File: src/rtl/mem_port_arbiter.sv
// mem_port_arbiter: shares one SRAM port between N_REQ requesters using the
// req/gnt/rvalid/err handshake. A small in-order ID FIFO remembers which
// requester owns each outstanding access, so every response goes back only to
// the requester that issued it.
// Optional macro MEM_PORT_ARBITER_FIXED_PRIO_EN: the lowest requester index
// always wins and the round-robin pointer is removed (default: round-robin).
module mem_port_arbiter #(
  parameter int N_REQ      = 2,
  parameter int DATA_WIDTH = 32,
  parameter int ADDR_WIDTH = 32,
  parameter int MAX_OUT    = 2
) (
  input  logic                          clk,
  input  logic                          rst,
  input  logic [N_REQ-1:0]              req_i,
  input  logic [N_REQ*ADDR_WIDTH-1:0]   addr_i,
  input  logic [N_REQ-1:0]              we_i,
  input  logic [N_REQ*DATA_WIDTH/8-1:0] be_i,
  input  logic [N_REQ*DATA_WIDTH-1:0]   wdata_i,
  output logic [N_REQ-1:0]              gnt_o,
  output logic [N_REQ-1:0]              rvalid_o,
  output logic [N_REQ-1:0]              err_o,
  output logic [DATA_WIDTH-1:0]         rdata_o,
  output logic                          mem_req_o,
  output logic [ADDR_WIDTH-1:0]         mem_addr_o,
  output logic                          mem_we_o,
  output logic [DATA_WIDTH/8-1:0]       mem_be_o,
  output logic [DATA_WIDTH-1:0]         mem_wdata_o,
  input  logic                          mem_gnt_i,
  input  logic                          mem_rvalid_i,
  input  logic                          mem_err_i,
  input  logic [DATA_WIDTH-1:0]         mem_rdata_i,
  output logic [$clog2(MAX_OUT):0]      out_cnt_o,
  output logic                          proto_err_o
);

  localparam int IW = (N_REQ > 1) ? $clog2(N_REQ) : 1;
  localparam int PW = (MAX_OUT > 1) ? $clog2(MAX_OUT) : 1;
  localparam int CW = $clog2(MAX_OUT) + 1;
  localparam int BW = DATA_WIDTH / 8;
  localparam logic [IW-1:0] LAST_IDX  = IW'(N_REQ - 1);
  localparam logic [PW-1:0] LAST_SLOT = PW'(MAX_OUT - 1);
  localparam logic [CW-1:0] FULL_CNT  = CW'(MAX_OUT);

  logic [IW-1:0] r_fifo [MAX_OUT];
  logic [PW-1:0] r_wrPtr;
  logic [PW-1:0] r_rdPtr;
  logic [CW-1:0] r_outCnt;
  logic          r_protoErr;

  logic [IW-1:0] w_ptr;
  logic [IW-1:0] w_winner;
  logic [IW-1:0] w_head;
  logic          w_full;
  logic          w_push;
  logic          w_pop;

`ifdef MEM_PORT_ARBITER_FIXED_PRIO_EN
  assign w_ptr = '0;
`else
  logic [IW-1:0] r_rrPtr;

  // Move the search start just past each requester that completes a handshake
  always_ff @(posedge clk or negedge rst) begin
    if (!rst) begin
      r_rrPtr <= '0;
    end else if (w_push) begin
      r_rrPtr <= (w_winner == LAST_IDX) ? '0 : w_winner + 1'b1;
    end
  end

  assign w_ptr = r_rrPtr;
`endif

  // Winner is the first requesting index at or after the pointer, wrapping around
  always_comb begin
    int idx;
    w_winner = '0;
    for (int k = N_REQ - 1; k >= 0; k--) begin
      idx = int'(w_ptr) + k;
      if (idx >= N_REQ) idx = idx - N_REQ;
      if (req_i[idx]) w_winner = IW'(idx);
    end
  end

  assign w_full      = (r_outCnt == FULL_CNT);
  assign mem_req_o   = (|req_i) & ~w_full;
  assign w_push      = mem_req_o & mem_gnt_i;
  assign w_pop       = mem_rvalid_i & (r_outCnt != '0);
  assign w_head      = r_fifo[r_rdPtr];

  assign mem_addr_o  = addr_i[int'(w_winner)*ADDR_WIDTH +: ADDR_WIDTH];
  assign mem_we_o    = we_i[w_winner];
  assign mem_be_o    = be_i[int'(w_winner)*BW +: BW];
  assign mem_wdata_o = wdata_i[int'(w_winner)*DATA_WIDTH +: DATA_WIDTH];
  assign rdata_o     = mem_rdata_i;
  assign out_cnt_o   = r_outCnt;
  assign proto_err_o = r_protoErr;

  // Grant goes to the winner on a handshake; the response goes to the FIFO head owner
  always_comb begin
    gnt_o    = '0;
    rvalid_o = '0;
    err_o    = '0;
    if (w_push) gnt_o[w_winner] = 1'b1;
    if (w_pop) begin
      rvalid_o[w_head] = 1'b1;
      err_o[w_head]    = mem_err_i;
    end
  end

  // Remember the owner of each accepted access in issue order
  always_ff @(posedge clk) begin
    if (w_push) r_fifo[r_wrPtr] <= w_winner;
  end

  // Track FIFO pointers, occupancy and the sticky stray-response flag
  always_ff @(posedge clk or negedge rst) begin
    if (!rst) begin
      r_wrPtr    <= '0;
      r_rdPtr    <= '0;
      r_outCnt   <= '0;
      r_protoErr <= 1'b0;
    end else begin
      if (w_push) r_wrPtr <= (r_wrPtr == LAST_SLOT) ? '0 : r_wrPtr + 1'b1;
      if (w_pop)  r_rdPtr <= (r_rdPtr == LAST_SLOT) ? '0 : r_rdPtr + 1'b1;
      if (w_push && !w_pop) begin
        r_outCnt <= r_outCnt + 1'b1;
      end else if (w_pop && !w_push) begin
        r_outCnt <= r_outCnt - 1'b1;
      end
      if (mem_rvalid_i && (r_outCnt == '0)) r_protoErr <= 1'b1;
    end
  end

endmodule
File: config.mk
export PLATFORM = sky130hd
export DESIGN_NAME = mem_port_arbiter
export DESIGN_NICKNAME = d
export VERILOG_FILES = /design/src/rtl/mem_port_arbiter.sv
export SDC_FILE = /design/constraint.sdc
export NUM_CORES = 1
export LEC_CHECK = 0
export BUFFER_PORTS_ARGS = -buffer_cell sky130_fd_sc_hd__buf_4
export CORE_AREA = 2 2 111 113
export DETAILED_ROUTE_END_ITERATION = 10
export DIE_AREA = 0 0 113 115
export HOLD_SLACK_MARGIN = 0.08
export PLACE_DENSITY = 0.55
export SYNTH_ARGS = -nofsm -noshare
export SYNTH_HDL_FRONTEND = slang
export SYNTH_SLANG_ARGS = --single-unit
File: constraint.sdc
create_clock -name clk -period 2.3 [get_ports clk]
set_input_delay 0.46 -clock clk [delete_from_list [all_inputs] [get_ports clk]]
set_output_delay 0.46 -clock clk [all_outputs]
set_load 0.1 [all_outputs]
# Yosys cells after proc, flatten, opt, wreduce, memory -nomap -nowiden
# Memory sizes are Yosys's and may differ from the RTL's.
# Index checks and enable logic that the tools add are counted.
classes:
  addsub: 8
  order_cmp: 8
  eq_ne: 1
  shifts: 3
  muxes: 26
  n_bitwise: 5
  n_reduce_logical: 11
op_table:
  columns: ["operator", "n"]
  rows:
  - ["64-bit by 7-bit indexed part select with 32-bit output", 2]
  - ["32-bit by 3-bit less-than comparator with 1-bit output, second input constant", 2]
  - ["32-bit two-way mux", 2]
  - ["1-bit two-way mux", 17]
  - ["2-bit two-way mux", 5]
  - ["8-bit by 4-bit indexed part select with 4-bit output", 1]
  - ["1-bit logical AND", 5]
  - ["1-bit by 2-bit less-than comparator with 1-bit output, second input constant", 2]
  - ["2-bit nonzero test", 2]
  - ["1-bit adder, second input constant", 3]
  - ["1-bit bitwise AND", 3]
  - ["1-bit by 2-bit subtractor with 3-bit output, second input constant", 1]
  - ["2-bit by 2-bit subtractor with 3-bit output, second input constant", 1]
  - ["1-bit by 1-bit adder with 2-bit output, second input constant", 1]
  - ["2-bit by 1-bit adder with 2-bit output, second input constant", 1]
  - ["2-bit bitwise AND", 1]
  - ["1-bit demux with 1-bit select", 2]
  - ["2-bit == test, second input constant", 1]
  - ["1-bit >= comparator, second input constant", 2]
  - ["1-bit by 2-bit >= comparator with 1-bit output, second input constant", 1]
  - ["2-bit >= comparator, second input constant", 1]
  - ["1-bit zero test", 2]
  - ["2-bit zero test", 1]
  - ["2-bit OR reduction", 1]
  - ["other kinds (2)", 2]
totals:
  ff_bits: 6
  ramBits: 2
  input_bits: 177
  output_inout_bits: 111
  word_cells: 68
  mem_count: 1
mem_list:
  columns: ["name", "depth", "word_bits", "rd", "rd_ports_with_merged_regs", "write_ports", "line", "source"]
  rows:
  - ["r_fifo", 2, 1, 1, 0, 1, "45", "logic [IW-1:0] r_fifo [MAX_OUT];"]

# Longest topological paths before layout
# Gate-level depths: netlist (run 1).
depth:
  depth_word: 13
  ltp_mapped: 7

# Least setup slack after synthesis (run 1)
# OpenSTA, ideal clock, no wires.
synth_timing:
  path_type: "reg2out"
  start: "register r_outCnt[0] (netlist: out_cnt_o[0])"
  end: "output port gnt_o[1]"
  arrival_time_ns: 3.631
  t_required_ns: 1.840
  slack_ns: -1.791
  path_stages_with_launch: 4
  cell_sequence: "dfrtp_1 > inv_1 > a21oi_1 > and3_1"
synth_between:
  elab_chain_cells: 5
synth_rtl:
  columns: ["element", "line", "source"]
  rows:
  - ["start: declaration", "48", "logic [CW-1:0] r_outCnt;"]
  - ["start signal: assignment", "128", "r_outCnt <= r_outCnt + 1'b1;"]
  - ["start signal: assignment", "130", "r_outCnt <= r_outCnt - 1'b1;"]
  - ["2-bit == test", "86", "assign w_full = (r_outCnt == FULL_CNT);"]
  - ["1-bit inverter", "87", "assign mem_req_o = (|req_i) & ~w_full;"]
  - ["1-bit bitwise AND", "87", null]
  - ["via mem_req_o", "24", "output logic mem_req_o,"]
  - ["1-bit bitwise AND", "88", "assign w_push = mem_req_o & mem_gnt_i;"]
  - ["2-bit two-way mux", "105", "if (w_push) gnt_o[w_winner] = 1'b1;"]
  - ["end: declaration", "20", "output logic [N_REQ-1:0] gnt_o,"]
# The timed path passes the listed nets, and every way through them passes these cells.

# Worst setup path in the final report (run 1)
layout_timing:
  start: "register r_rrPtr"
  end: "output port mem_wdata_o[16]"
layout_between:
  elab_chain_cells: 9
  word_cells_on_any_way: 16
  cone_classes: "add/sub (3); order compare (2); shift (1); mux (10)"
layout_rtl:
  columns: ["element", "line", "source"]
  rows:
  - ["start: declaration", "61", "logic [IW-1:0] r_rrPtr;"]
  - ["start signal: assignment", "68", "r_rrPtr <= (w_winner == LAST_IDX) ? '0 : w_winner + 1'b1;"]
  - ["1-bit by 1-bit adder with 2-bit output", "80", "idx = int'(w_ptr) + k;"]
  - ["2-bit by 2-bit subtractor with 3-bit output / 2-bit >= comparator (equally long branches)", "81", "if (idx >= N_REQ) idx = idx - N_REQ;"]
  - ["32-bit two-way mux", "81", null]
  - ["1-bit two-way mux (implied by the code) (3 in series)", "82", "if (req_i[idx]) w_winner = IW'(idx);"]
  - ["1-bit two-way mux", "82", null]
  - ["1-bit two-way mux *", "82", null]
  - ["64-bit by 7-bit indexed part select with 32-bit output *", "95", "assign mem_wdata_o = wdata_i[int'(w_winner)*DATA_WIDTH +: DATA_WIDTH];"]
  - ["end: declaration", "28", "output logic [DATA_WIDTH-1:0] mem_wdata_o,"]
# Mark *: on every way between the ends. The rest lies on a longest branch, timed or not. The select of a mux whose other input is x is not followed.

==> impl_results.md, run 1 <==
- Met3 Usage GRT: 0.0337
- Min-Delay Path Class: reg2reg
- Final Worst Setup Slack: roughly 0.074 ns
- I/O Pins: roughly 290
- Final wirelength: 6.78 mm
- Final setup TNS: 0 ns
- CTS Sinks: 8
- Share of the synthesized area in the top cell type: 0.547
- Main area contributors after synthesis: mux2_4 (55%), buf_4 (13%), dfrtp_1 (8.3%), buf_12 (7.7%), edfxtp_1 (3.3%)
- Worst setup skew after layout: approximately 0.0032 ns
- Max VDD drop: ~550 uV
- Final Hold Viols: 0
- Die span in y: around 120 um
- Initial antenna violation count: 0
- RSZ-0062 raised after global routing: no
- Pre-CTS WS: roughly 0.1 ns
- Vias: ~1900
- Placeable Area: 11800 um2
- Synth area leader: mux2_4
- CTS-repair resized insts: 0
- Post-DP HPWL: a little under 6 mm
- Yosys warns: 0
- Final setup viols: 0
- Fillcell total: around 1200
- Final period utilization: 0.968
- Clk pin slew, worst setup/hold paths: approximately 0.04 ns
- CP required: between 1.5 and 2 ns
- TritonRoute pass-1 iters: 7
- Post-CTS Setup Inserts: 0
- Layout net count: about 520
- Count of cell types in the netlist: 21
- Placed Cells: between 400 and 500
- FF+latch count, synth: 8
- Total Routing Usage GR: 0.0884
- Leak Pwr: between 0.0015 and 0.002 uW
- Layout area overhead: 91.9%
- Peak Freq: around 450 MHz
- Initial core utilization: 0.153
- Pwr per Cell Area: 1000 nW/um2
- GPL Wtd Cong: around 0.66
- Number of global-route vias before repair: approximately 1800
- Mean area per synthesized cell: ~12 um2
- DRC Markers: 20
- Final Max Tran Viols: 0
- Crit path time final: between 2 and 2.5 ns
- Critical Path AT: approximately 1.8 ns
- Share of cells above drive strength 1: 0.917
- Chip Width: ~110 um
- First-pass GRT wire length: between 9 and 10 mm
- Busiest grt layer: met2
- Synth Cell Area: between 1500 and 2000 um2
- Routing usage on met1: 0.105
- Diode count: 0
- Utilization after layout: 0.294
- Row Count: 40
- Sequential fraction of the synthesis area: 0.116
- Clk_lat worst skew: between 0.2 and 0.25 ns
- Via/cell ratio: approximately 3.8
- Hold_buf cts: 1
- Routed len/inst: 14.0 um
- DIE AREA: about 13000 um2
- First DRT Iteration DRCs: 65
- Htree depth: 1
- Failing checks: design-rule violations
- Largest net degree at the start of global routing: 39
- GRT Residual Overflow: 0
- Syn Nets: ~320
- CTS root buffer: clkbuf_16
- CTS tree: yes
- Clk buf depth: 2
- Fin cells: 484
- Crit. End Element: primary output
- GR Util met2: 0.151
- Status: finished, violations left
- CP startpoint kind: flip-flop
- Number of port buffers: roughly 220
- Worst-Margin Slew: 0.450 ns
- Post-route ant nets: 0
- CP Class: reg2out
- Total CTS buffers: 3
- Max-cap viol count: 0
- Worst-path fanout max: 36
- Mapped Cells: between 100 and 150
- Rel. slew slack: 0.691
==> cell usage in the layout (no fill, tap or decap) <==
cell,instances
nor3b_4,1
dlygate4sd3_1,1
o221ai_1,1
mux2_4,66
buf_12,2
ha_1,1
xor2_1,1
clkbuf_1,1
nor2_4,1
buf_4,225
nor2_2,1
a21boi_4,1
a21oi_4,1
mux2_2,3
inv_1,5
clkbuf_16,3
and3_1,2
edfxtp_1,2
nor2_1,3
dfrtp_4,2
o21ai_1,1
mux2i_1,2
xnor2_1,4
and3_4,1
dfrtp_1,4
nor2b_2,1
a31o_2,1
==> layout make-up <==
| type | count | area (um2) | area share |
|---|---|---|---|
| Timing Repair Buffer | 228 | 1740 | 0.500 |
| Multi-Input combinational cell | 92 | 1240 | 0.356 |
| Sequential cell | 8 | 218 | 0.0626 |
| Tap cell | 147 | 184 | 0.0529 |
| Clock buffer | 4 | 78.8 | 0.0227 |
| Inverter | 5 | 18.8 | 0.00540 |
==> cells in the mapped netlist <==
| library cell | instances |
|---|---|
| mux2_2 | 3 |
| nor3b_1 | 1 |
| buf_12 | 7 |
| ha_1 | 1 |
| a31o_2 | 1 |
| and3_1 | 3 |
| buf_4 | 32 |
| inv_1 | 5 |
| mux2i_1 | 2 |
| nor2b_1 | 1 |
| buf_6 | 1 |
| o21ai_1 | 1 |
| xor2_1 | 1 |
| nor2_1 | 5 |
| xnor2_1 | 4 |
| o221ai_1 | 1 |
| dfrtp_1 | 6 |
| mux2_4 | 66 |
| a21boi_2 | 1 |
| a21oi_1 | 1 |
| edfxtp_1 | 2 |
==> critical path, cell delays in order, from the launching register on <==
cell and delay [ns]:
dfrtp_1 0.32, inv_1 0.07, a21boi_4 0.20, buf_12 0.28, mux2_2 0.38, buf_4 0.23
==> kinds of logic after synthesis <==
| group | share of synthesized area |
|---|---|
| buf+inv | 0.227 |
| xor+xnor | 0.0242 |
| mux | 0.577 |
| fa+ha+maj | 0.00690 |
| compound gates | 0.0214 |
| flops | 0.116 |
| simple gates | 0.0283 |
==> per-stage QoR <==
| step | power [uW] | cell area [um2] | hold WS (ns) |
|---|---|---|---|
| 2_1_floorplan | 2900 | 1860 | 0.164 |
| 6_report | 3480 | 3480 | 0.480 |
| 3_3_place_gp | 3180 | 3390 | 0.273 |
| 5_1_grt | 3580 | 3480 | 0.484 |
| 4_1_cts | 3500 | 3480 | 0.480 |
| 3_5_place_dp | 3190 | 3390 | 0.274 |
==> power by group <==
| part | switching, uW | total, uW | internal (uW) |
|---|---|---|---|
| logic | 2050 | 2900 | 854 |
| clock network | 72.2 | 304 | 231 |
| registers | 53.0 | 270 | 217 |
| total | 2170 | 3480 | 1300 |
==> sequential cells by signal, summed over array words and instances, names as in the netlist <==
| register | count |
|---|---|
| proto_err_o | 1 |
| r_fifo | 2 |
| out_cnt_o | 2 |
| r_rdPtr | 1 |
| r_rrPtr | 1 |
| r_wrPtr | 1 |
==> metal layers <==
metal,wire (um),vias up
met5,0,-
met4,47,0
met3,857,5
met2,3360,139
met1,2510,846
li1,-,861
==> worst paths after layout <==
kind,from,to,slack (ns),cells after the start
min in group asynchronous,rst,out_cnt_o[1],0.58,2
hold / removal,proto_err_o,proto_err_o,0.48,1
max in group asynchronous,rst,out_cnt_o[0],1.59,2
setup reg to reg,out_cnt_o[1],out_cnt_o[1],0.52,8
hold reg to reg,proto_err_o,proto_err_o,0.48,1
setup / recovery,r_rrPtr,mem_wdata_o[16],0.07,5
Power figures use the tool's default switching activity.
==> inputs of run 2 (changes only) <==
- CAP_MARGIN: not set -> 10
- CTS_BUF_LIST: not set -> sky130_fd_sc_hd__clkbuf_2 sky130_fd_sc_hd__clkbuf_4 sky130_fd_sc_hd__clkbuf_8
==> run 2 against run 1 <==
The flow still finishes with violations (design-rule violations). Combinational power about the same. Clock power down 38%. Setup slack better by 0.0061 ns. First-iteration DRC count up 4.6%. Count of clock-buffer cells in the layout unchanged. Critical endpoint unchanged. Highest routed layer unchanged.
==> impl_results.md, run 2 (synthesis results as in run 1) <==
- Status: finished, violations left (unchanged)
- Failing checks: design-rule violations (unchanged)
- CP required: 1.84 ns (about the same)
- Layout net count: 516 (unchanged)
- Row Count: 40 (unchanged)
- Final wirelength: 6.76 mm (was 6.78 mm)
- Final period utilization: 0.965 (was 0.968)
- Htree depth: 1 (unchanged)
- WHS: 0.481 ns (was 0.480 ns)
- CP Class: reg2out (unchanged)
- Worst setup skew after layout: 0.00445 ns (was 0.00319 ns)
- CP Cell Sequence: inv_1, a21boi_4, buf_12, mux2_2, buf_4 (unchanged)
- Pwr per Cell Area: 975 nW/um2 (was 1000 nW/um2)
- First-pass GRT wire length: 9.10 mm (was 9.15 mm)
- Clk_lat worst skew: 0.23 ns (about the same)
- Placeable Area: 11800 um2 (unchanged)
- Chip Width: 113 um (unchanged)
- Fillcell total: 1234 (was 1229)
- TritonRoute pass-1 iters: 7 (unchanged)
- CTS tree: yes (unchanged)
- Fin cells: 484 (unchanged)
- GRT Residual Overflow: 0 (unchanged)
- Max-cap viol count: 0 (unchanged)
- Initial core utilization: 0.153 (unchanged)
- Clk pin slew, worst setup/hold paths: 0.04 ns (about the same)
- Initial antenna violation count: 0 (unchanged)
- First DRT Iteration DRCs: 68 (was 65)
- Final Max Tran Viols: 0 (unchanged)
- Share of cells above drive strength 1: 0.920 (was 0.917)
- Post-route ant nets: 0 (unchanged)
- Slowest-stage cell, CP: mux2_2 (unchanged)
- Most frequent cells in the layout: buf_4 (225), mux2_4 (66), inv_1 (5), xnor2_1 (4), dfrtp_1 (4) (unchanged)
- Final setup viols: 0 (unchanged)
- Clk buf depth: 2 (unchanged)
- Diode count: 0 (unchanged)
- Most common cell after layout, fill and taps aside: buf_4 (unchanged)
- WP buf/inv: 3 (unchanged)
- Rel. slew slack: 0.691 (about the same)
- Die span in y: 115 um (unchanged)
- Layout area overhead: 90.3% (was 91.9%)
- CTS Sinks: 8 (unchanged)
- Leak Pwr: 0.00187 uW (was 0.00188 uW)
- Number of port buffers: 223 (unchanged)
- DIE AREA: 13000 um2 (unchanged)
- CTS root buffer: clkbuf_8 (was clkbuf_16)
- Total CTS buffers: 3 (unchanged)
- Total Routing Usage GR: 0.0875 (was 0.0884)
- Number of global-route vias before repair: 1780 (was 1785)
- Final setup TNS: 0 ns (unchanged)
- Vias: 1849 (was 1851)
- Slowest stage delay, CP: 0.38 ns (about the same)
- Final Hold Viols: 0 (unchanged)
- Routed len/inst: 14.0 um (about the same)
- Post-DP HPWL: 5.95 mm (unchanged)
- Crit path time final: 2.22 ns (was 2.23 ns)
- Via/cell ratio: 3.82 (about the same)
- CP startpoint kind: flip-flop (unchanged)
- Crit. End Element: primary output (unchanged)
- I/O Pins: 288 (unchanged)
- Peak Freq: 450 MHz (was 449 MHz)
- Min-Delay Path Class: reg2reg (unchanged)
- Worst-Margin Slew: 0.451 ns (was 0.450 ns)
- DRC Markers: 20 (unchanged)
- RSZ-0062 raised after global routing: no (unchanged)
- GPL Wtd Cong: 0.665 (unchanged)
- Placed Cells: 479 (unchanged)
- Max VDD drop: 511 uV (was 553 uV)
- Utilization after layout: 0.292 (was 0.294)
- Worst-path fanout max: 36 (unchanged)
- Cell family with most CP delay: buffers and inverters (unchanged)
- Largest net degree at the start of global routing: 39 (unchanged)
- Critical Path AT: 1.76 ns (was 1.77 ns)
- Post-CTS Setup Inserts: 0 (unchanged)
[run 2: worst paths after layout]
path,start,endpoint,slack (ns),depth (start not counted)
worst min register to register,proto_err_o,proto_err_o,0.48,1
worst min-delay path,proto_err_o,proto_err_o,0.48,1
max in group asynchronous,rst,out_cnt_o[0],1.59,2
worst max-delay path,r_rrPtr,mem_wdata_o[16],0.08,5
worst max register to register,out_cnt_o[1],out_cnt_o[1],0.53,8
min in group asynchronous,rst,out_cnt_o[1],0.58,2
[run 2: final cells by class]
class	instances	area, um2	area share
tap	147	184	0.0534
sequential	8	218	0.0632
clock buffer	4	48.8	0.0142
timing repair buffer	228	1740	0.505
multi-input combinational	92	1240	0.359
inverter	5	18.8	0.00544
[run 2: report_power, final]
| part | switching (uW) | leakage, uW | internal (uW) | total [uW] |
|---|---|---|---|---|
| combinational | 2050 | 0.00176 | 854 | 2900 |
| sequential | 52.9 | 0.0000833 | 217 | 270 |
| clock | 56.2 | 0.0000262 | 132 | 188 |
[run 2: metal layers]
metal,part of all wire,vias to the layer above,GRT usage
met2,0.50,136,0.151
met3,0.13,2,0.0322
met4,0.0028,0,0.0203
met1,0.37,851,0.104
met5,0,-,0
li1,-,860,-
[run 2: repair_timing]
action | CTS | global route
hold buffers | 1 | 0
gates resized for setup | 0 | 0
endpoints found under the hold margin | 6 | 0
[run 2: stage by stage]
stage | total power [uW] | area, um2 | worst slack (ns)
global placement | 3180 | 3390 | 0.125
global route | 3470 | 3450 | 0.0254
finish | 3360 | 3450 | 0.0801
detailed placement | 3190 | 3390 | 0.102
floorplan | 2900 | 1860 | -0.0324
CTS | 3380 | 3450 | 0.0763
==> inputs of run 3 (changes only) <==
- PLACE_DENSITY: 0.55 -> 0.5
==> run 3 against run 2 <==
The run still ends with design-rule violations left. Flip-flop and latch count did not move. Register-to-register slack improved by 0.19 ns. Clock power barely moved. Utilization grew 0.064 points. Setup slack improved by 0.0012 ns. Sequential share of layout area hardly changed. Global-route usage up 0.40 points. Count of clock-buffer cells in the layout did not move. First-iteration DRC count up 28%. Total power shrank 0.14%. Routed wire length rose by 1.9%. Largest cell class unchanged.
==> impl_results.md, run 3 (synthesis results as in run 1) <==
- Clk buf depth: 2 (unchanged)
- DIE AREA: 13000 um2 (unchanged)
- Worst-path fanout max: 41 (was 36)
- Vias: 1844 (was 1849)
- Register Area: 218 um2 (unchanged)
- Crit path time final: 2.22 ns (about the same)
- Net Switching: 2150 uW (was 2160 uW)
- R2r worst-path depth: 8 (unchanged)
- Min-Delay Path Class: reg2reg (unchanged)
- Origin of the critical flop-to-flop path: out_cnt_o[1] (unchanged)
- CTS root buffer: clkbuf_8 (unchanged)
- RSZ-0062 raised after global routing: no (unchanged)
- Share of cells above drive strength 1: 0.920 (about the same)
- Final period utilization: 0.965 (about the same)
- Status: finished, violations left (unchanged)
- Rel. slew slack: 0.685 (was 0.691)
- GRT Residual Overflow: 0 (unchanged)
- CP required: 1.84 ns (about the same)
- R2R Setup Slk: 0.72 ns (was 0.53 ns)
- Max-cap viol count: 0 (unchanged)
- Final Max Tran Viols: 0 (unchanged)
- CP startpoint kind: flip-flop (unchanged)
- Routed len/inst: 14.2 um (was 14.0 um)
- Peak Freq: 451 MHz (was 450 MHz)
- Diode count: 0 (unchanged)
- TritonRoute pass-1 iters: 7 (unchanged)
- Internal Power: 1200 uW (about the same)
- Leak Pwr: 0.00187 uW (about the same)
- GPL Wtd Cong: 0.716 (was 0.665)
- Number of port buffers: 223 (unchanged)
- Htree depth: 1 (unchanged)
- Hold_sp: proto_err_o (unchanged)
- Final wirelength: 6.89 mm (was 6.76 mm)
- Total CTS buffers: 3 (unchanged)
- CTS-repair resized insts: 0 (unchanged)
- Post-route ant nets: 0 (unchanged)
- Utilization after layout: 0.292 (about the same)
- Placed Cells: 480 (was 479)
- Hold_buf cts: 1 (unchanged)
- Worst-Margin Slew: 0.459 ns (was 0.451 ns)
- Initial antenna violation count: 0 (unchanged)
- Post-CTS Setup Inserts: 0 (unchanged)
- Clk_lat worst skew: 0.23 ns (about the same)
- First-pass GRT wire length: 9.41 mm (was 9.10 mm)
- Hold endpoint: proto_err_o (unchanged)
- Worst r2r dst: out_cnt_o[1] (unchanged)
- Layout area overhead: 90.7% (was 90.3%)
- WHS: 0.484 ns (was 0.481 ns)
- Fillcell total: 1255 (was 1234)
- Via/cell ratio: 3.80 (was 3.82)
- Number of global-route vias before repair: 1788 (was 1780)
- Post-DP HPWL: 6.01 mm (was 5.95 mm)
- Multi-input logic area: 1240 um2 (unchanged)
- Chip Width: 113 um (unchanged)
- Clock network fraction of design power: 0.056 (about the same)
- Most common cell after layout, fill and taps aside: buf_4 (unchanged)
- Sw Share: 0.641 (was 0.642)
- Die span in y: 115 um (unchanged)
- I/O Pins: 288 (unchanged)
- Largest net degree at the start of global routing: 42 (was 39)
- Failing checks: design-rule violations (unchanged)
- Initial core utilization: 0.153 (unchanged)
- Row Count: 40 (unchanged)
- CTS tree: yes (unchanged)
- Comb pwr share: 0.863 (was 0.864)
- Final setup viols: 0 (unchanged)
- First DRT Iteration DRCs: 87 (was 68)
- Fin cells: 485 (was 484)
- Clk pin slew, worst setup/hold paths: 0.04 ns (about the same)
- Pwr per Cell Area: 972 nW/um2 (was 975 nW/um2)
- Most frequent cells in the layout: buf_4 (226), mux2_4 (66), inv_1 (5), xnor2_1 (4), dfrtp_1 (4) (was buf_4 (225), mux2_4 (66), inv_1 (5), xnor2_1 (4), dfrtp_1 (4))
- Layout net count: 517 (was 516)
- Crit. End Element: primary output (unchanged)
- Final Hold Viols: 0 (unchanged)
- DRC Markers: 20 (unchanged)
- Reg power frac: 0.080 (about the same)
- Max VDD drop: 265 uV (was 511 uV)
- CTS Sinks: 8 (unchanged)
- Total Routing Usage GR: 0.0915 (was 0.0875)
- Worst setup skew after layout: 0.00750 ns (was 0.00445 ns)
- Critical Path AT: 1.76 ns (about the same)
- CP Class: reg2out (unchanged)
- Placeable Area: 11800 um2 (unchanged)
- Hold Crit Depth: 1 (unchanged)
run 3: changes by cell type in the layout (fill, tap and decap cells not counted):
cell and change:
buf_4 +1
run 3: layout make-up:
class                      count  area share
clock buffer                   4      0.0141
sequential                     8      0.0630
inverter                       5     0.00543
timing repair buffer         229       0.506
tap                          147      0.0532
multi-input combinational     92       0.359
run 3: power by group through the flow:
stage                     combinational [uW]  sequential [uW]  clock [uW]
after floorplan                         2500              399           0
after global placement                  2900              270           0
after detailed placement                2910              273           0
after CTS                               2920              272         196
after global routing                    2990              279         205
final                                   2900              270         188
run 3: worst max-delay path by stage:
stage / slack, ns / endpoint / start / depth (start not counted)
global placement: 0.10 / mem_wdata_o[5] / req_i[0] / 5
global route: 0.0004 / mem_addr_o[29] / r_rrPtr / 5
detailed placement: 0.09 / mem_addr_o[12] / req_i[0] / 5
floorplan: -0.03 / gnt_o[1] / out_cnt_o[0] / 3
finish: 0.08 / mem_addr_o[12] / r_rrPtr / 5
CTS: 0.06 / mem_addr_o[12] / r_rrPtr / 5
run 3: through the flow:
step | setup slack, ns | cell area [um2] | power, uW | setup TNS (ns)
after CTS | 0.0644 | 3450 | 3390 | 0
after global routing | 0.000398 | 3450 | 3480 | 0
after floorplan | -0.0324 | 1860 | 2900 | -0.0324
after detailed placement | 0.0916 | 3400 | 3190 | 0
final | 0.0813 | 3450 | 3360 | 0
after global placement | 0.103 | 3400 | 3170 | 0
run 3: critical path, cell delays in order, from the launching register on:
cell and delay, ns:
dfrtp_1 0.31, inv_1 0.07, a21boi_4 0.22, buf_12 0.31, mux2_4 0.34, buf_4 0.23
run 3: layer usage:
layer / GRT usage / routed length [um] / vias up
met5: 0 / 0 / -
met2: 0.170 / 3590 / 151
met1: 0.104 / 2390 / 828
li1: - / - / 863
met4: 0.00976 / 19 / 0
met3: 0.0337 / 885 / 2
